--- src/rtl/ahfp_pkg.sv ---
// Shared widths, constants and types for the single-precision subtract alignment stage.
package ahfp_pkg;

    localparam int MANT_W = 24;
    localparam int EXP_W = 8;
    localparam int EXT_W = 26;
    localparam int SHIFT_SAT = 26;
    localparam int CNT_W = 5;
    localparam logic [EXP_W-1:0] EXP_SPECIAL = 8'hFF;

    typedef enum logic [1:0] {
        IDLE  = 2'd0,
        SHIFT = 2'd1,
        DONE  = 2'd2
    } state_e;

    typedef struct packed {
        logic [MANT_W-1:0] big_m;
        logic [MANT_W-1:0] small_m;
        logic [EXP_W-1:0]  exp_big;
        logic [CNT_W-1:0]  dsat;
        logic              sign;
        logic              eff_sub;
        logic              special;
    } unpack_t;

    // A zero exponent field denotes a denormal, whose true scale matches exponent 1.
    function automatic logic [EXP_W-1:0] eff_exp(input logic [EXP_W-1:0] e);
        return (e == '0) ? EXP_W'(1) : e;
    endfunction

endpackage

--- src/rtl/ahfp_sub_align_if.sv ---
// Request/result bundle between the requester and the alignment stage.
interface ahfp_sub_align_if;
    import ahfp_pkg::*;

    logic              start;
    logic [31:0]       dataa;
    logic [31:0]       datab;
    logic              busy;
    logic              done;
    logic [MANT_W-1:0] big_m;
    logic [MANT_W-1:0] small_m;
    logic [2:0]        grs;
    logic [EXP_W-1:0]  exp_out;
    logic              sign_out;
    logic              eff_sub;
    logic              special;

    modport master (
        output start, dataa, datab,
        input  busy, done, big_m, small_m, grs, exp_out, sign_out, eff_sub, special
    );

    modport slave (
        input  start, dataa, datab,
        output busy, done, big_m, small_m, grs, exp_out, sign_out, eff_sub, special
    );

endinterface

--- src/rtl/ahfp_unpack.sv ---
// Splits both operands, orders them by magnitude and derives the saturated
// exponent difference, result sign and effective operation.
module ahfp_unpack
    import ahfp_pkg::*;
(
    input  logic [31:0] a_i,
    input  logic [31:0] b_i,
    output unpack_t     unp_o
);

    logic [EXP_W-1:0]  expA;
    logic [EXP_W-1:0]  expB;
    logic [EXP_W-1:0]  effA;
    logic [EXP_W-1:0]  effB;
    logic [EXP_W-1:0]  expBig;
    logic [EXP_W-1:0]  expSmall;
    logic [EXP_W-1:0]  diff;
    logic [MANT_W-1:0] mantA;
    logic [MANT_W-1:0] mantB;
    logic              swap;

    // Equal magnitudes keep dataa as the big operand, so a - a yields a's sign.
    always_comb begin
        expA     = a_i[30:23];
        expB     = b_i[30:23];
        effA     = eff_exp(expA);
        effB     = eff_exp(expB);
        mantA    = {expA != '0, a_i[22:0]};
        mantB    = {expB != '0, b_i[22:0]};
        swap     = (effB > effA) || ((effB == effA) && (mantB > mantA));
        expBig   = swap ? effB : effA;
        expSmall = swap ? effA : effB;
        diff     = expBig - expSmall;

        unp_o         = '0;
        unp_o.big_m   = swap ? mantB : mantA;
        unp_o.small_m = swap ? mantA : mantB;
        unp_o.exp_big = expBig;
        unp_o.dsat    = (diff >= EXP_W'(SHIFT_SAT)) ? CNT_W'(SHIFT_SAT) : diff[CNT_W-1:0];
        unp_o.sign    = swap ? ~b_i[31] : a_i[31];
        unp_o.eff_sub = (a_i[31] == b_i[31]);
        unp_o.special = (expA == EXP_SPECIAL) || (expB == EXP_SPECIAL);
    end

endmodule

--- src/rtl/ahfp_sub_align.sv ---
// Multicycle operand alignment for a single-precision subtract: the smaller
// mantissa is right-shifted SHIFT_STEP bits per cycle with guard/round/sticky tracking.
module ahfp_sub_align
    import ahfp_pkg::*;
#(
    parameter int SHIFT_STEP = 4
) (
    input  logic            clk,
    input  logic            reset_n,
    input  logic            clk_en,
    ahfp_sub_align_if.slave bus
);

    if (!(SHIFT_STEP == 1 || SHIFT_STEP == 2 || SHIFT_STEP == 4 || SHIFT_STEP == 8)) begin : g_bad_step
        $error("ahfp_sub_align: SHIFT_STEP must be 1, 2, 4 or 8");
    end

    localparam logic [CNT_W-1:0] STEP = CNT_W'(SHIFT_STEP);

    unpack_t unp;

    ahfp_unpack u_unpack (
        .a_i   (bus.dataa),
        .b_i   (bus.datab),
        .unp_o (unp)
    );

    state_e            state_q;
    logic [CNT_W-1:0]  cnt_q;
    logic [CNT_W-1:0]  cnt_d;
    logic [CNT_W-1:0]  shAmt;
    logic [EXT_W-1:0]  sr_q;
    logic [EXT_W-1:0]  sr_d;
    logic [EXT_W-1:0]  lostMask;
    logic              sticky_q;
    logic              sticky_d;
    logic              busy_q;
    logic              done_q;
    logic              sign_q;
    logic              eff_sub_q;
    logic              special_q;
    logic [MANT_W-1:0] big_m_q;
    logic [MANT_W-1:0] small_m_q;
    logic [2:0]        grs_q;
    logic [EXP_W-1:0]  exp_q;

    // Bits falling off below R in this step are folded into sticky.
    always_comb begin
        shAmt    = (cnt_q < STEP) ? cnt_q : STEP;
        lostMask = (EXT_W'(1) << shAmt) - EXT_W'(1);
        sr_d     = sr_q >> shAmt;
        sticky_d = sticky_q | (|(sr_q & lostMask));
        cnt_d    = cnt_q - shAmt;
    end

    always_ff @(posedge clk or negedge reset_n) begin
        if (!reset_n) begin
            state_q   <= IDLE;
            cnt_q     <= '0;
            sr_q      <= '0;
            sticky_q  <= 1'b0;
            busy_q    <= 1'b0;
            done_q    <= 1'b0;
            sign_q    <= 1'b0;
            eff_sub_q <= 1'b0;
            special_q <= 1'b0;
            big_m_q   <= '0;
            small_m_q <= '0;
            grs_q     <= '0;
            exp_q     <= '0;
        end else if (clk_en) begin
            case (state_q)
                IDLE: begin
                    if (bus.start) begin
                        big_m_q   <= unp.big_m;
                        exp_q     <= unp.exp_big;
                        sign_q    <= unp.sign;
                        eff_sub_q <= unp.eff_sub;
                        special_q <= unp.special;
                        sr_q      <= {unp.small_m, 2'b00};
                        sticky_q  <= 1'b0;
                        cnt_q     <= unp.dsat;
                        busy_q    <= 1'b1;
                        // Equal exponents need no shifting, so the result is ready next cycle.
                        if (unp.dsat == '0) begin
                            state_q   <= DONE;
                            done_q    <= 1'b1;
                            small_m_q <= unp.small_m;
                            grs_q     <= '0;
                        end else begin
                            state_q <= SHIFT;
                        end
                    end
                end
                SHIFT: begin
                    sr_q     <= sr_d;
                    sticky_q <= sticky_d;
                    cnt_q    <= cnt_d;
                    if (cnt_d == '0) begin
                        state_q   <= DONE;
                        done_q    <= 1'b1;
                        small_m_q <= sr_d[EXT_W-1:2];
                        grs_q     <= {sr_d[1:0], sticky_d};
                    end
                end
                DONE: begin
                    state_q <= IDLE;
                    done_q  <= 1'b0;
                    busy_q  <= 1'b0;
                end
                default: begin
                    state_q <= IDLE;
                    done_q  <= 1'b0;
                    busy_q  <= 1'b0;
                end
            endcase
        end
    end

    assign bus.busy     = busy_q;
    assign bus.done     = done_q;
    assign bus.big_m    = big_m_q;
    assign bus.small_m  = small_m_q;
    assign bus.grs      = grs_q;
    assign bus.exp_out  = exp_q;
    assign bus.sign_out = sign_q;
    assign bus.eff_sub  = eff_sub_q;
    assign bus.special  = special_q;

endmodule
--- src/flat_wrapper.sv ---
// flat-port wrapper written by rule: the top's interface ports become plain ports
module ahfp_sub_align_flat import ahfp_pkg::*;
#(
    parameter int SHIFT_STEP = 4
)
  (clk, reset_n, clk_en, bus_start, bus_dataa, bus_datab, bus_busy, bus_done, bus_big_m, bus_small_m, bus_grs, bus_exp_out, bus_sign_out, bus_eff_sub, bus_special);
  ahfp_sub_align_if bus_i ();
  input  logic clk;
  input  logic reset_n;
  input  logic clk_en;
  input wire logic [$bits(bus_i.start)-1:0] bus_start;
  input wire logic [$bits(bus_i.dataa)-1:0] bus_dataa;
  input wire logic [$bits(bus_i.datab)-1:0] bus_datab;
  output wire logic [$bits(bus_i.busy)-1:0] bus_busy;
  output wire logic [$bits(bus_i.done)-1:0] bus_done;
  output wire logic [$bits(bus_i.big_m)-1:0] bus_big_m;
  output wire logic [$bits(bus_i.small_m)-1:0] bus_small_m;
  output wire logic [$bits(bus_i.grs)-1:0] bus_grs;
  output wire logic [$bits(bus_i.exp_out)-1:0] bus_exp_out;
  output wire logic [$bits(bus_i.sign_out)-1:0] bus_sign_out;
  output wire logic [$bits(bus_i.eff_sub)-1:0] bus_eff_sub;
  output wire logic [$bits(bus_i.special)-1:0] bus_special;
  assign bus_i.start = bus_start;
  assign bus_i.dataa = bus_dataa;
  assign bus_i.datab = bus_datab;
  assign bus_busy = bus_i.busy;
  assign bus_done = bus_i.done;
  assign bus_big_m = bus_i.big_m;
  assign bus_small_m = bus_i.small_m;
  assign bus_grs = bus_i.grs;
  assign bus_exp_out = bus_i.exp_out;
  assign bus_sign_out = bus_i.sign_out;
  assign bus_eff_sub = bus_i.eff_sub;
  assign bus_special = bus_i.special;
  ahfp_sub_align #(.SHIFT_STEP(SHIFT_STEP)) u_core (.clk(clk), .reset_n(reset_n), .clk_en(clk_en), .bus(bus_i));
endmodule
--- config.mk ---
export PLATFORM = sky130hd
export DESIGN_NAME = ahfp_sub_align_flat
export DESIGN_NICKNAME = d
export VERILOG_FILES = /design/src/rtl/ahfp_pkg.sv /design/src/rtl/ahfp_sub_align_if.sv /design/src/rtl/ahfp_unpack.sv /design/src/rtl/ahfp_sub_align.sv /design/src/flat_wrapper.sv
export SDC_FILE = /design/constraint.sdc
export NUM_CORES = 1
export LEC_CHECK = 0
export ABC_CLOCK_PERIOD_IN_PS = 4400
export BUFFER_PORTS_ARGS = -buffer_cell sky130_fd_sc_hd__buf_2
export CORE_UTILIZATION = 37
export CTS_CLUSTER_SIZE = 14
export DETAILED_ROUTE_END_ITERATION = 7
export HOLD_SLACK_MARGIN = 0.05
export PLACE_DENSITY = 0.68
export RECOVER_POWER = 100
export SLEW_MARGIN = 20
export SYNTH_ARGS = -nofsm -noshare
export SYNTH_HDL_FRONTEND = slang
export SYNTH_SLANG_ARGS = --single-unit
--- constraint.sdc ---
create_clock -name clk -period 4.4 [get_ports clk]
set_clock_uncertainty 0.15 [all_clocks]
set_input_delay 0.66 -clock clk [delete_from_list [all_inputs] [get_ports clk]]
set_output_delay 0.66 -clock clk [all_outputs]
set_load 0.02 [all_outputs]
After elaboration in Yosys (flattened, before gate mapping)
Cells that the tools add are included.

cells by class
  mux-type cells = 33
  equal/unequal tests = 8
  order comparisons = 4
  shift-type cells = 2
  reductions and logical operators = 18
  add/subtract/negate cells = 3
  bitwise operators = 4

operator list
  operator                                                            count
  2-to-1 mux 24 bit                                                   5
  case mux 26 bit (2 select lines)                                    1
  case mux 24 bit (2 select lines)                                    1
  2-to-1 mux 8 bit                                                    4
  bitwise AND 26 bit                                                  1
  2-to-1 mux 26 bit                                                   1
  OR reduction 26 bit                                                 1
  << shifter 1 x 5 -> 26 bit (first input constant)                   1
  >> shifter 26 x 5 -> 26 bit                                         1
  subtractor 26 x 2 -> 26 bit (second input constant)                 1
  greater-than comparator 24 bit                                      1
  == test 8 bit (second input constant)                               2
  zero test 8 bit                                                     2
  nonzero test 8 bit                                                  2
  2-to-1 mux 5 bit                                                    3
  AND reduction 3 bit                                                 4
  zero test 5 bit                                                     2
  case mux 5 bit (2 select lines)                                     1
  2-to-1 mux 3 bit                                                    3
  == test 8 bit                                                       1
  greater-or-equal comparator 8 x 5 -> 1 bit (second input constant)  1
  greater-than comparator 8 bit                                       1
  subtractor 8 bit                                                    1
  2-to-1 mux 1 bit                                                    6
  other kinds (18)                                                    25

word-level totals
  flip-flop bits (word level) = 98
  word-level logic and storage cells = 85
  bits of input ports = 68
  output and inout bits = 64

Logic depth before layout (Yosys ltp)
Gate-level depths: netlist (run 1).

  depth after elaboration = 13
  depth in mapped cells = 22
  mapped depth without buffers = 18

Cells and area by module
A second synthesis (run 1) with hierarchy kept.

second synthesis, totals
  cell total of the unflattened synthesis = 751
  area total of the unflattened synthesis = 7273.2 um^2

modules (own cells, without submodules)
  module          cells an instance  sequential area each (um^2)  area an instance (um^2)  instances
  ahfp_sub_align  457                2452.4                       5198.7                   1
  ahfp_unpack     294                0.0                          2074.5                   1

Least setup slack after synthesis (run 1)
No wires, ideal clock.

  kind = input -> register
  from = input bus_dataa[25]
  to = register u_core.small_m_q[10], in the netlist u_core.bus.small_m[10]
  setup time = 125 ps
  data arrival time = 5440 ps
  path buffers = 3
  data required time = 4125 ps
  slack = -1315 ps
  cell stages on the path = 20
  path through = or4_1 -> nor3_1 -> ha_1 -> nand4_1 -> nor4_1 -> nor3b_2 -> a221oi_2 -> nor3_2 -> clkbuf_1 -> clkbuf_1 -> a21oi_1 -> ha_1 -> o21ai_0 -> nand3_1 -> a41oi_1 -> nor4b_4 -> a31oi_4 -> nor2_8 -> buf_12 -> mux2_4

on the way
  word-level cells in the longest chain between the ends = 12
  elaborated cells on any way between the ends = 20
  those cells by class = add/sub (1); order compare (3); eq/ne (2); mux (8); reduce/logical (6)

ends and longest elaborated chain
  what                                                                     line                   source
  from (decl)                                                              flat_wrapper.sv:12     input wire logic [$bits(bus_i.dataa)-1:0] bus_dataa;
  branches (longest 12 deep; another with greater-than comparator 24 bit)  n/a
  to (signal assigned)                                                     ahfp_sub_align.sv:88   small_m_q <= unp.small_m;
  to (signal assigned)                                                     ahfp_sub_align.sv:102  small_m_q <= sr_d[EXT_W-1:2];
  to (decl)                                                                ahfp_sub_align.sv:43   logic [MANT_W-1:0] small_m_q;

Several ways; the timed one is not identified. The select of a mux whose other input is x is not followed.
A chain may end at the register's enable or synchronous reset.

Worst setup path after layout (run 1)
  from = input bus_dataa[29]
  to = register u_core.small_m_q[11], in the netlist u_core.bus.small_m[11]

The elaborated chain is that of the path after synthesis.

==> results of run 1 <==
per-stage QoR:
step,std cells,TNS [ps]
final,1190,-6510
after global routing,1190,-19780
after CTS,1188,-6010
after detailed placement,1167,-33120
after global placement,1167,-23770
after floorplan,789,-20350
path summary, 6_finish.rpt:
path | from | end | slack, ps | cells past startpoint
max reg2reg | u_core.cnt_q[3]$_DFFE_PN0P_ | u_core.sticky_q$_DFFE_PN0P_ | 550 | 12
min reg2reg | u_core.bus.exp_out[3]$_DFFE_PN0P_ | u_core.bus.exp_out[3]$_DFFE_PN0P_ | 330 | 2
min in group asynchronous | reset_n | u_core.bus.small_m[5]$_DFFE_PN0P_ | 680 | 1
max | bus_dataa[29] | u_core.bus.small_m[11]$_DFFE_PN0P_ | -210 | 20
max in group asynchronous | reset_n | u_core.bus.exp_out[3]$_DFFE_PN0P_ | 1380 | 2
min | u_core.bus.exp_out[3]$_DFFE_PN0P_ | u_core.bus.exp_out[3]$_DFFE_PN0P_ | 330 | 2
cells in the mapped netlist (all sizes together), types with 3 or more instances:
master and instances:
a211oi 29, a21o 4, a21oi 83, a311oi 4, a31o 5, a31oi 8
and2 7, and3 12, buf 11, clkbuf 45, dfrtp 98, ha 34
inv 35, mux2 50, mux2i 50, nand2 71, nand2b 17, nand3 11
nand4 11, nor2 53, nor2b 15, nor3 9, nor4 5, o211ai 3
o21ai 67, o31ai 3, or3 4, xnor2 4, xor2 3
power groups by stage:
stage / combinational (mW) / clock, mW / sequential [mW]
2_1_floorplan: 1.62 / 0 / 1.97
3_3_place_gp: 2.70 / 0 / 1.71
3_5_place_dp: 2.74 / 0 / 1.72
4_1_cts: 2.77 / 0.817 / 1.71
5_1_grt: 3.01 / 0.851 / 1.79
6_report: 2.74 / 0.799 / 1.72
logic make-up (layout without fill, tap and decap cells):
| logic type | after synthesis | count (layout) | share of synthesized area, % |
|---|---|---|---|
| adder cells (fa/ha/maj) | 34 | 34 | 6.04 |
| buffers and inverters | 91 | 258 | 5.45 |
| AND/OR/NAND/NOR | 225 | 225 | 16.1 |
| flip-flops | 98 | 98 | 34.8 |
| AO/OA/AOI/OAI | 232 | 232 | 20.3 |
| other | 1 | 1 | 0.0532 |
| XOR/XNOR | 7 | 7 | 0.870 |
| multiplexers | 101 | 101 | 16.4 |
final cells by class:
cell class	instances	share of cell area [%]
Clock buffer	11	2.89
Clock inverter	5	0.530
Inverter	35	1.50
Multi-Input combinational cell	600	50.2
Sequential cell	98	28.1
Tap cell	234	3.35
Timing Repair Buffer	207	13.4
sequential cells by signal (all words and copies together) (netlist names):
signal and count:
u_core.state_q 2, u_core.bus.grs 3, u_core.bus.eff_sub 1, u_core.cnt_q 5
u_core.bus.sign_out 1, u_core.bus.big_m 24, u_core.bus.exp_out 8, u_core.bus.special 1
u_core.bus.busy 1, u_core.sticky_q 1, u_core.bus.done 1, u_core.bus.small_m 24
u_core.sr_q 26
repair_timing:
item | in CTS | in global routing
pin swaps | 1 | 5
cloned | 0 | 0
gates resized for setup | 5 | 26
setup endpoints to repair | 54 | 59
setup buffers | 5 | 4
critical path, delay by kind of cell:
kind,cells,cell delay [ps]
simple gates,10,2320
fa+ha+maj,2,350
mux,1,300
buf+inv,2,270
compound gates,5,780
per-layer routing:
layer | global-route usage [%] | vias up | part of all wire, %
met5 | 0 | - | 0
met4 | 4.92 | 0 | 1.2
met3 | 4.00 | 18 | 5.2
met2 | 31.5 | 171 | 44
met1 | 29.2 | 3081 | 49
li1 | - | 3186 | -
==> metrics.txt, run 1 <==
# TYPE chip_impl_metric gauge
chip_impl_metric{name="drt_first_iter_violations",unit=""} 529
chip_impl_metric{name="area.growth.synth_to_final",unit="%"} 23.9
chip_impl_metric{name="setup_violations",unit=""} 52
chip_impl_metric{name="ctsLongestPathBuffers",unit=""} 2
chip_impl_info{name="clock_tree_from_tritoncts",value="built"} 1
chip_impl_metric{name="drtPass1Iterations",unit=""} 5
chip_impl_metric{name="max_cap_violations",unit=""} 1
chip_impl_metric{name="critical_path_arrival",unit="ps"} 4700
chip_impl_metric{name="number_of_antenna_violations_at_the_first_check_in_global_routing",unit=""} 0
chip_impl_info{name="synth.area.top_cells",value="sky130_fd_sc_hd__dfrtp_1 35%, sky130_fd_sc_hd__mux2i_1 7.1%, sky130_fd_sc_hd__ha_1 6.0%"} 1
chip_impl_info{name="failed_checks",value="max-capacitance violations, max-slew violations, negative setup slack"} 1
chip_impl_info{name="worst_path_most_repeated_cell",value="sky130_fd_sc_hd__nor3_4"} 1
chip_impl_info{name="synth_top_cell_by_area",value="sky130_fd_sc_hd__dfrtp_1"} 1
chip_impl_metric{name="finish.instance_area",unit="um2"} 8730
chip_impl_info{name="final_cell_mix",value="98 x sky130_fd_sc_hd__dfrtp_1, 81 x sky130_fd_sc_hd__a21oi_1, 70 x sky130_fd_sc_hd__nand2_1"} 1
chip_impl_metric{name="synth_enable_flop_cells",unit=""} 0
chip_impl_metric{name="final_period_minus_worst_setup_slack",unit="ps"} 4610
chip_impl_metric{name="post_route_ant_nets",unit=""} 0
chip_impl_metric{name="floorplan.core_area",unit="um2"} 18700
chip_impl_metric{name="ir_drop",unit="mV"} 0.245
chip_impl_metric{name="grt_util_all_layers",unit="%"} 20.4
chip_impl_metric{name="worst-path-max-fanout",unit=""} 11
chip_impl_info{name="cp-start-kind",value="primary input"} 1
chip_impl_info{name="result_of_the_run",value="finished with violations"} 1
chip_impl_metric{name="place_hpwl",unit="mm"} 14.6
chip_impl_metric{name="first_pass_grt_wire_length",unit="mm"} 31.8
chip_impl_metric{name="post-route-period-util",unit="%"} 105
chip_impl_metric{name="power-per-cell-area",unit="nW/um2"} 602
chip_impl_info{name="critPathKind",value="in2reg"} 1
chip_impl_metric{name="route.detailed.wl_per_inst",unit="um"} 16.7
chip_impl_metric{name="pin_count",unit=""} 132
chip_impl_metric{name="cts_buffers",unit=""} 9
chip_impl_info{name="grt_setup_unrepaired",value="yes"} 1
chip_impl_metric{name="die_area",unit="um2"} 19600
chip_impl_metric{name="clockPowerShare",unit="%"} 15.2
chip_impl_metric{name="postRouteWirelength",unit="mm"} 19.8
chip_impl_metric{name="combinationalPowerShare",unit="%"} 52.1
chip_impl_metric{name="die_h",unit="um"} 140
chip_impl_metric{name="timing.critical_path.slowest_cell_delay",unit="ps"} 560
chip_impl_metric{name="layout.core_utilization",unit="%"} 46.7
chip_impl_metric{name="detailroute.via_count",unit=""} 6456
chip_impl_metric{name="synth.ff_latch_count",unit=""} 98
chip_impl_metric{name="placement.cell_area",unit="um2"} 8340
chip_impl_info{name="layout_commonest_cell",value="sky130_fd_sc_hd__dfrtp_1"} 1
chip_impl_info{name="cts.root.buffer_cell",value="sky130_fd_sc_hd__clkbuf_16"} 1
chip_impl_metric{name="netlist_area",unit="um2"} 7050
chip_impl_metric{name="globalRoute.totalOverflow",unit=""} 0
chip_impl_metric{name="placementRows",unit=""} 50
chip_impl_metric{name="fp.dieW",unit="um"} 140
chip_impl_metric{name="finalNetCount",unit=""} 1053
chip_impl_metric{name="finalWeightedCongestion",unit=""} 0.846
chip_impl_metric{name="avgSynthCellArea",unit="um2"} 8.93
chip_impl_metric{name="layout_setup_ws",unit="ps"} -207
chip_impl_metric{name="hold_violations",unit=""} 0
chip_impl_metric{name="initial_core_util",unit="%"} 37.7
chip_impl_metric{name="synth_cell_types",unit=""} 68
chip_impl_metric{name="timing.slew.headroom",unit="%"} -26.3
chip_impl_metric{name="clk_latency",unit="ps"} 360
chip_impl_metric{name="tightestPinTransition",unit="ps"} 1900
chip_impl_metric{name="final.fill_count",unit=""} 1841
chip_impl_metric{name="drive_above_1_share",unit="%"} 25.8
chip_impl_metric{name="power_switching_share",unit="%"} 45.1
chip_impl_metric{name="final-max-slew-violation-count",unit=""} 75
chip_impl_info{name="cp_cell_sequence",value="buf_6 -> or4_4 -> nor3_4 -> ha_4 -> nand4_1 -> nor4_4 -> nor3b_4 -> o311a_1 -> nor3_4 -> nor2_2 -> a21oi_2 -> ha_2 -> o21ai_2 -> nand3_2 -> a41oi_2 -> nor4b_4 -> a31oi_4 -> nor2_8 -> buf_12 -> mux2_4"} 1
chip_impl_metric{name="syn-num-nets",unit=""} 891
chip_impl_metric{name="drc",unit=""} 0
chip_impl_metric{name="clk_pin_slew",unit="ps"} 70
chip_impl_metric{name="p_switching",unit="mW"} 2.37
chip_impl_metric{name="holdBufCountCts",unit=""} 0
chip_impl_metric{name="overall_power_of_the_completed_layout",unit="mW"} 5.26
chip_impl_metric{name="detailedPlace.worstSlack",unit="ps"} -692
chip_impl_metric{name="ys_async_sr_fraction",unit="%"} 100
chip_impl_metric{name="num_antenna_cells",unit=""} 0
chip_impl_metric{name="numPortBuffers",unit=""} 131
chip_impl_metric{name="finalHoldWorstSlack",unit="ps"} 327
chip_impl_metric{name="synth_top_area_share",unit="%"} 34.8
chip_impl_metric{name="first_global_vias",unit=""} 6063
chip_impl_info{name="hold_path.class",value="reg2reg"} 1
chip_impl_info{name="critical_path.endpoint_type",value="flop"} 1
chip_impl_metric{name="share_seq_of_total_power",unit="%"} 32.7
chip_impl_metric{name="yosys_warnings",unit=""} 0
chip_impl_metric{name="grt_max_degree",unit=""} 83
chip_impl_metric{name="cts.htree.levels",unit=""} 3
chip_impl_metric{name="cellLeakagePower",unit="nW"} 4.00
chip_impl_metric{name="max_clock_freq",unit="MHz"} 217
chip_impl_metric{name="yosysSeqAreaShare",unit="%"} 34.8
chip_impl_metric{name="multi_input_area",unit="um2"} 4390
chip_impl_metric{name="p_int",unit="mW"} 2.89
chip_impl_metric{name="worst-endpoint-required",unit="ps"} 4490
chip_impl_info{name="ys_dominant_reg_cell",value="sky130_fd_sc_hd__dfrtp_1"} 1
chip_impl_metric{name="viasPerCell",unit=""} 5.43
chip_impl_info{name="crit_slowest_cell",value="sky130_fd_sc_hd__or4_4"} 1
chip_impl_metric{name="cts_num_sinks",unit=""} 98
chip_impl_metric{name="synth_cells",unit=""} 789
chip_impl_metric{name="final-seq-area",unit="um2"} 2450
(Power assumes the default switching activity.)
==> run 2: changes to the inputs <==
PLACE_DENSITY = 0.63   (was 0.68)
==> metrics.txt, run 2 (synthesized netlist as in run 1, its figures left out) <==
# TYPE chip_impl_metric gauge
chip_impl_metric{name="finalNetCount",unit=""} 1051
chip_impl_metric{name="fp.dieW",unit="um"} 140
chip_impl_metric{name="cts_buffers",unit=""} 9
chip_impl_metric{name="ctsLongestPathBuffers",unit=""} 2
chip_impl_metric{name="final_period_minus_worst_setup_slack",unit="ps"} 4580
chip_impl_metric{name="tightestPinTransition",unit="ps"} 2290
chip_impl_metric{name="number_of_flip_flops_under_the_largest_register_name",unit=""} 26
chip_impl_info{name="crit_path_leading_delay_family",value="simple AND/OR/NAND/NOR gates"} 1
chip_impl_metric{name="grt_max_degree",unit=""} 83
chip_impl_metric{name="die_h",unit="um"} 140
chip_impl_info{name="result_of_the_run",value="finished with violations"} 1
chip_impl_metric{name="drc",unit=""} 0
chip_impl_metric{name="floorplan.core_area",unit="um2"} 18700
chip_impl_metric{name="grt.met2_usage",unit="%"} 30.1
chip_impl_info{name="final_cell_mix",value="98 x sky130_fd_sc_hd__dfrtp_1, 82 x sky130_fd_sc_hd__a21oi_1, 70 x sky130_fd_sc_hd__nand2_1"} 1
chip_impl_info{name="registers.top_by_ff_count",value="u_core.sr_q"} 1
chip_impl_info{name="layout_commonest_cell",value="sky130_fd_sc_hd__dfrtp_1"} 1
chip_impl_metric{name="detailroute.via_count",unit=""} 6412
chip_impl_info{name="critical_path.endpoint_type",value="flop"} 1
chip_impl_metric{name="power-per-cell-area",unit="nW/um2"} 601
chip_impl_metric{name="drt_first_iter_violations",unit=""} 427
chip_impl_metric{name="die_area",unit="um2"} 19600
chip_impl_metric{name="number_of_antenna_violations_at_the_first_check_in_global_routing",unit=""} 0
chip_impl_metric{name="pin_count",unit=""} 132
chip_impl_metric{name="hold_violations",unit=""} 0
chip_impl_metric{name="grt_util_all_layers",unit="%"} 20.3
chip_impl_metric{name="cellLeakagePower",unit="nW"} 3.99
chip_impl_metric{name="grt_use_met1",unit="%"} 30.5
chip_impl_metric{name="max_clock_freq",unit="MHz"} 218
chip_impl_metric{name="drtPass1Iterations",unit=""} 7
chip_impl_metric{name="num_antenna_cells",unit=""} 0
chip_impl_metric{name="finish.instance_area",unit="um2"} 8740
chip_impl_info{name="grt_setup_unrepaired",value="yes"} 1
chip_impl_metric{name="clk_pin_slew",unit="ps"} 80
chip_impl_info{name="failed_checks",value="max-capacitance violations, max-slew violations, negative setup slack"} 1
chip_impl_metric{name="layout.core_utilization",unit="%"} 46.7
chip_impl_metric{name="viasPerCell",unit=""} 5.40
chip_impl_info{name="crit_slowest_cell",value="sky130_fd_sc_hd__or4_4"} 1
chip_impl_metric{name="setup_violations",unit=""} 23
chip_impl_metric{name="critical_path_arrival",unit="ps"} 4670
chip_impl_metric{name="cts.htree.levels",unit=""} 3
chip_impl_metric{name="final-max-slew-violation-count",unit=""} 148
chip_impl_metric{name="layout_setup_ws",unit="ps"} -179
chip_impl_info{name="clock_tree_from_tritoncts",value="built"} 1
chip_impl_metric{name="gr-usage-met3",unit="%"} 3.11
chip_impl_metric{name="place_hpwl",unit="mm"} 14.6
chip_impl_metric{name="placementRows",unit=""} 50
chip_impl_metric{name="placement.cell_area",unit="um2"} 8300
chip_impl_metric{name="holdBufCountCts",unit=""} 0
chip_impl_metric{name="worst-path-max-fanout",unit=""} 15
chip_impl_info{name="hold_path.class",value="reg2reg"} 1
chip_impl_info{name="cp-start-kind",value="primary input"} 1
chip_impl_metric{name="numPortBuffers",unit=""} 131
chip_impl_metric{name="ir_drop",unit="mV"} 0.322
chip_impl_metric{name="finalWeightedCongestion",unit=""} 0.908
chip_impl_metric{name="clk_latency",unit="ps"} 360
chip_impl_metric{name="cts_num_sinks",unit=""} 98
chip_impl_metric{name="worst-endpoint-required",unit="ps"} 4500
chip_impl_metric{name="setup_tns_after_final_layout",unit="ps"} -3440
chip_impl_metric{name="globalRoute.totalOverflow",unit=""} 0
chip_impl_metric{name="max_cap_violations",unit=""} 2
chip_impl_info{name="cp_cell_sequence",value="buf_6 -> or4_4 -> nor3_4 -> ha_4 -> nand4_1 -> buf_4 -> nor2_1 -> a221oi_2 -> a221oi_2 -> buf_4 -> or4_4 -> a31oi_4 -> nor3b_2 -> nor4b_4 -> a31oi_4 -> nor2_8 -> buf_12 -> mux2_4"} 1
chip_impl_metric{name="timing.critical_path.slowest_cell_delay",unit="ps"} 560
chip_impl_info{name="critPathKind",value="in2reg"} 1
chip_impl_metric{name="first_pass_grt_wire_length",unit="mm"} 31.5
chip_impl_metric{name="first_global_vias",unit=""} 5951
chip_impl_metric{name="post-route-period-util",unit="%"} 104
chip_impl_metric{name="drive_above_1_share",unit="%"} 25.3
chip_impl_metric{name="postRouteWirelength",unit="mm"} 19.6
chip_impl_metric{name="initial_core_util",unit="%"} 37.7
chip_impl_metric{name="post_route_ant_nets",unit=""} 0
chip_impl_metric{name="finalHoldWorstSlack",unit="ps"} 327
chip_impl_info{name="grt_busiest_layer",value="met1"} 1
chip_impl_metric{name="route.detailed.wl_per_inst",unit="um"} 16.5
chip_impl_metric{name="timing.slew.headroom",unit="%"} -52.9
chip_impl_metric{name="path_buf_inv",unit=""} 4
chip_impl_metric{name="overall_power_of_the_completed_layout",unit="mW"} 5.25
chip_impl_info{name="cts.root.buffer_cell",value="sky130_fd_sc_hd__clkbuf_16"} 1
chip_impl_metric{name="area.growth.synth_to_final",unit="%"} 24.0
-- run 2: changes by cell type in the layout (fill, tap and decap cells not counted), moves of 2 or more --
cell                       before  now
sky130_fd_sc_hd__inv_6          1    4
sky130_fd_sc_hd__clkbuf_2       3    1
sky130_fd_sc_hd__a31oi_1        7    5
sky130_fd_sc_hd__buf_4         65   63
sky130_fd_sc_hd__buf_6          6    9
sky130_fd_sc_hd__clkinv_4       3    0
sky130_fd_sc_hd__o21ai_2        2    0
-- run 2: path summary, 6_finish.rpt --
path	from	to	slack (ps)	cells past startpoint
max in group asynchronous	reset_n	u_core.cnt_q[2]$_DFFE_PN0P_	1530	2
worst min register to register	u_core.bus.exp_out[1]$_DFFE_PN0P_	u_core.bus.exp_out[1]$_DFFE_PN0P_	330	2
min in group asynchronous	reset_n	u_core.bus.small_m[6]$_DFFE_PN0P_	680	1
worst max register to register	u_core.cnt_q[3]$_DFFE_PN0P_	u_core.bus.grs[0]$_DFFE_PN0P_	440	12
worst min-delay path	u_core.bus.exp_out[1]$_DFFE_PN0P_	u_core.bus.exp_out[1]$_DFFE_PN0P_	330	2
worst max-delay path	bus_dataa[29]	u_core.bus.small_m[17]$_DFFE_PN0P_	-180	18
-- run 2: cell type report --
cell class / count / area, um2
tap: 234 / 293
clock inverter: 6 / 53.8
inverter: 35 / 131
fill: 1833 / 9970
timing repair buffer: 205 / 1170
multi-input combinational: 600 / 4400
clock buffer: 10 / 239
sequential: 98 / 2450
-- run 2: stage by stage --
stage,setup slack [ps],cells
5_1_grt,-384,1188
2_1_floorplan,-745,789
4_1_cts,-158,1183
3_5_place_dp,-606,1161
6_report,-179,1188
3_3_place_gp,-531,1161
-- run 2: layer usage --
layer	wire length, um	vias up	part of all wire, %
li1	-	3183	-
met3	889	19	4.5
met2	8530	152	43
met5	0	-	0
met1	9970	3058	51
met4	222	0	1.1
-- run 2: report_power, final --
| part | internal (mW) | total [mW] | switching [mW] |
|---|---|---|---|
| clock network | 0.412 | 0.800 | 0.388 |
| registers | 1.34 | 1.72 | 0.377 |
| logic | 1.11 | 2.73 | 1.62 |
| total | 2.86 | 5.25 | 2.39 |
-- run 2: worst reg2reg max path, cell delays in order, from the launching register on --
cell	delay, ps
sky130_fd_sc_hd__dfrtp_1	460
sky130_fd_sc_hd__nor3_1	190
sky130_fd_sc_hd__clkbuf_1	790
sky130_fd_sc_hd__and2_0	250
sky130_fd_sc_hd__clkbuf_1	690
sky130_fd_sc_hd__nand2b_1	240
sky130_fd_sc_hd__ha_1	340
sky130_fd_sc_hd__inv_1	30
sky130_fd_sc_hd__a21oi_1	140
sky130_fd_sc_hd__o21ai_0	90
sky130_fd_sc_hd__a21oi_1	150
sky130_fd_sc_hd__a31o_2	200
sky130_fd_sc_hd__o21ai_0	80
-- run 2: repair_timing --
action / CTS / global route
endpoints found under the hold margin: 0 / 0
endpoints found under the setup margin: 23 / 36
setup buffers: 6 / 5
pin swaps: 0 / 7
gates resized for setup: 9 / 19
cloned: 0 / 0
==> run 3: changes to the inputs <==
MAX_ROUTING_LAYER = met4   (was default)
==> metrics.txt, run 3 (synthesized netlist as in run 1, its figures left out) <==
# TYPE chip_impl_metric gauge
chip_impl_metric{name="die_area",unit="um2"} 19600
chip_impl_info{name="worst_hold_startpoint",value="u_core.bus.big_m[21]$_DFFE_PN0P_"} 1
chip_impl_metric{name="number_of_antenna_violations_at_the_first_check_in_global_routing",unit=""} 0
chip_impl_metric{name="drtPass1Iterations",unit=""} 7
chip_impl_metric{name="worst-endpoint-required",unit="ps"} 4480
chip_impl_metric{name="post_route_ant_nets",unit=""} 0
chip_impl_metric{name="cts.htree.levels",unit=""} 3
chip_impl_metric{name="drive_above_1_share",unit="%"} 25.1
chip_impl_metric{name="viasPerCell",unit=""} 5.38
chip_impl_metric{name="ctsLongestPathBuffers",unit=""} 2
chip_impl_metric{name="share_seq_of_total_power",unit="%"} 32.9
chip_impl_metric{name="p_int",unit="mW"} 2.86
chip_impl_metric{name="fp.dieW",unit="um"} 140
chip_impl_metric{name="critical_path_arrival",unit="ps"} 4700
chip_impl_info{name="critical_path.endpoint_type",value="flop"} 1
chip_impl_info{name="clock_tree_from_tritoncts",value="built"} 1
chip_impl_info{name="cp-startpoint",value="bus_dataa[29]"} 1
chip_impl_metric{name="overall_power_of_the_completed_layout",unit="mW"} 5.22
chip_impl_info{name="cp-start-kind",value="primary input"} 1
chip_impl_metric{name="cts_buffers",unit=""} 9
chip_impl_info{name="final_cell_mix",value="98 x sky130_fd_sc_hd__dfrtp_1, 82 x sky130_fd_sc_hd__a21oi_1, 70 x sky130_fd_sc_hd__nand2_1"} 1
chip_impl_metric{name="setup_violations",unit=""} 28
chip_impl_metric{name="layout_setup_ws",unit="ps"} -210
chip_impl_metric{name="clk_pin_slew",unit="ps"} 70
chip_impl_metric{name="num_antenna_cells",unit=""} 0
chip_impl_info{name="startpoint_of_the_most_critical_register_to_register_path",value="u_core.cnt_q[3]$_DFFE_PN0P_"} 1
chip_impl_metric{name="power-per-cell-area",unit="nW/um2"} 600
chip_impl_metric{name="timing.slew.headroom",unit="%"} -51.9
chip_impl_metric{name="postRouteWirelength",unit="mm"} 19.8
chip_impl_info{name="cts.root.buffer_cell",value="sky130_fd_sc_hd__clkbuf_16"} 1
chip_impl_metric{name="clockPowerShare",unit="%"} 14.7
chip_impl_metric{name="max_clock_freq",unit="MHz"} 217
chip_impl_info{name="crit_slowest_cell",value="sky130_fd_sc_hd__or4_4"} 1
chip_impl_metric{name="timing.critical_path.slowest_cell_delay",unit="ps"} 560
chip_impl_metric{name="placementRows",unit=""} 50
chip_impl_info{name="layout_commonest_cell",value="sky130_fd_sc_hd__dfrtp_1"} 1
chip_impl_metric{name="floorplan.core_area",unit="um2"} 18700
chip_impl_metric{name="pin_count",unit=""} 132
chip_impl_metric{name="tightestPinTransition",unit="ps"} 2280
chip_impl_metric{name="holdBufCountCts",unit=""} 0
chip_impl_info{name="hold_path.class",value="reg2reg"} 1
chip_impl_metric{name="die_h",unit="um"} 140
chip_impl_metric{name="setup.reg_to_reg.worst_slack",unit="ps"} 780
chip_impl_metric{name="place_hpwl",unit="mm"} 14.5
chip_impl_metric{name="setup_tns_after_final_layout",unit="ps"} -3850
chip_impl_metric{name="finalNetCount",unit=""} 1050
chip_impl_metric{name="hold_violations",unit=""} 0
chip_impl_metric{name="p_switching",unit="mW"} 2.36
chip_impl_info{name="grt_setup_unrepaired",value="yes"} 1
chip_impl_metric{name="detailroute.via_count",unit=""} 6381
chip_impl_metric{name="numPortBuffers",unit=""} 131
chip_impl_metric{name="clk_latency",unit="ps"} 350
chip_impl_metric{name="post-route-period-util",unit="%"} 105
chip_impl_info{name="critPathKind",value="in2reg"} 1
chip_impl_metric{name="drt_first_iter_violations",unit=""} 458
chip_impl_metric{name="grt_max_degree",unit=""} 80
chip_impl_info{name="r2r_path_end",value="u_core.bus.small_m[5]$_DFFE_PN0P_"} 1
chip_impl_metric{name="grt_util_all_layers",unit="%"} 21.4
chip_impl_metric{name="max_cap_violations",unit=""} 3
chip_impl_metric{name="ir_drop",unit="mV"} 0.230
chip_impl_metric{name="route.detailed.wl_per_inst",unit="um"} 16.7
chip_impl_metric{name="drc",unit=""} 0
chip_impl_metric{name="number_of_flip_flops_under_the_largest_register_name",unit=""} 26
chip_impl_metric{name="finalWeightedCongestion",unit=""} 0.874
chip_impl_metric{name="first_pass_grt_wire_length",unit="mm"} 32.3
chip_impl_metric{name="first_global_vias",unit=""} 6160
chip_impl_info{name="registers.top_by_ff_count",value="u_core.sr_q"} 1
chip_impl_metric{name="combinationalPowerShare",unit="%"} 52.5
chip_impl_metric{name="final-max-slew-violation-count",unit=""} 188
chip_impl_metric{name="cts_num_sinks",unit=""} 98
chip_impl_info{name="cp_cell_sequence",value="buf_6 -> or4_4 -> nor3_4 -> ha_4 -> nand4_1 -> buf_4 -> nor2_4 -> a221oi_2 -> a221oi_2 -> buf_4 -> or4_4 -> a31oi_2 -> nor3b_2 -> nor4b_4 -> a31oi_4 -> nor2_8 -> buf_12 -> buf_12 -> mux2_4"} 1
chip_impl_metric{name="worst-path-max-fanout",unit=""} 8
chip_impl_metric{name="ff2ff_path_depth",unit=""} 13
chip_impl_info{name="result_of_the_run",value="finished with violations"} 1
chip_impl_metric{name="cellLeakagePower",unit="nW"} 3.99
chip_impl_info{name="crit_path_end",value="u_core.bus.small_m[5]$_DFFE_PN0P_"} 1
chip_impl_info{name="failed_checks",value="max-capacitance violations, max-slew violations, negative setup slack"} 1
chip_impl_metric{name="final_period_minus_worst_setup_slack",unit="ps"} 4610
chip_impl_metric{name="area.growth.synth_to_final",unit="%"} 23.6
chip_impl_metric{name="final.fill_count",unit=""} 1826
chip_impl_metric{name="power_switching_share",unit="%"} 45.3
chip_impl_metric{name="initial_core_util",unit="%"} 37.7
chip_impl_metric{name="globalRoute.totalOverflow",unit=""} 0
-- run 3: worst min path at each step --
stage | endpoint | slack [ps] | cells after the start
after floorplan | u_core.bus.big_m[0]$_DFFE_PN0P_ | 210 | 0
after global placement | u_core.bus.exp_out[2]$_DFFE_PN0P_ | 310 | 2
after detailed placement | u_core.bus.big_m[15]$_DFFE_PN0P_ | 310 | 2
after CTS | u_core.bus.big_m[15]$_DFFE_PN0P_ | 330 | 2
after global routing | u_core.bus.big_m[21]$_DFFE_PN0P_ | 350 | 2
final | u_core.bus.big_m[21]$_DFFE_PN0P_ | 330 | 2
-- run 3: repair_timing --
action,4_1_cts,5_1_grt
endpoints found under the setup margin,32,59
setup buffers,8,3
cloned,1,0
pin swaps,2,7
gates resized for setup,12,13
-- run 3: worst max-delay path: cells and delay by family --
family                     cells  cell delay (ps)
AOI/OAI and AO/OA              4              820
adders and majority gates      1              240
buffers and inverters          5              670
muxes                          1              300
and+or+nand+nor                8             1990
-- run 3: cell type report --
cell class / instances / area, um2 / area share (%)
flip-flops and latches: 98 / 2450 / 28.2
well taps: 234 / 293 / 3.36
clock buffers: 9 / 225 / 2.59
clock inverters: 6 / 51.3 / 0.589
repair buffers: 204 / 1170 / 13.5
inverters: 35 / 131 / 1.51
multi-input cells: 600 / 4380 / 50.3
-- run 3: through the flow --
step | area (um2) | hold WS [ps] | setup slack, ps | cells | utilization, %
after floorplan | 7110 | 214 | -745 | 789 | -
final | 8710 | 328 | -210 | 1186 | 46.6
after detailed placement | 8280 | 314 | -656 | 1160 | 44.3
after CTS | 8740 | 331 | -204 | 1184 | 46.7
after global placement | 8280 | 306 | -565 | 1160 | 44.3
after global routing | 8710 | 345 | -385 | 1186 | 46.6
-- run 3: power by group through the flow --
stage	logic (mW)	registers (mW)	clock network, mW
after global placement	2.69	1.72	0
final	2.74	1.72	0.766
after global routing	3.02	1.78	0.824
after detailed placement	2.72	1.72	0
after CTS	2.81	1.70	0.787
after floorplan	1.62	1.97	0
-- run 3: metal layers --
metal,GRT usage (%),vias up,wire (um)
li1,-,3194,-
met1,30.8,3020,10200
met2,31.5,150,8590
met3,2.77,17,744
met4,5.61,0,255
met5,-,-,0
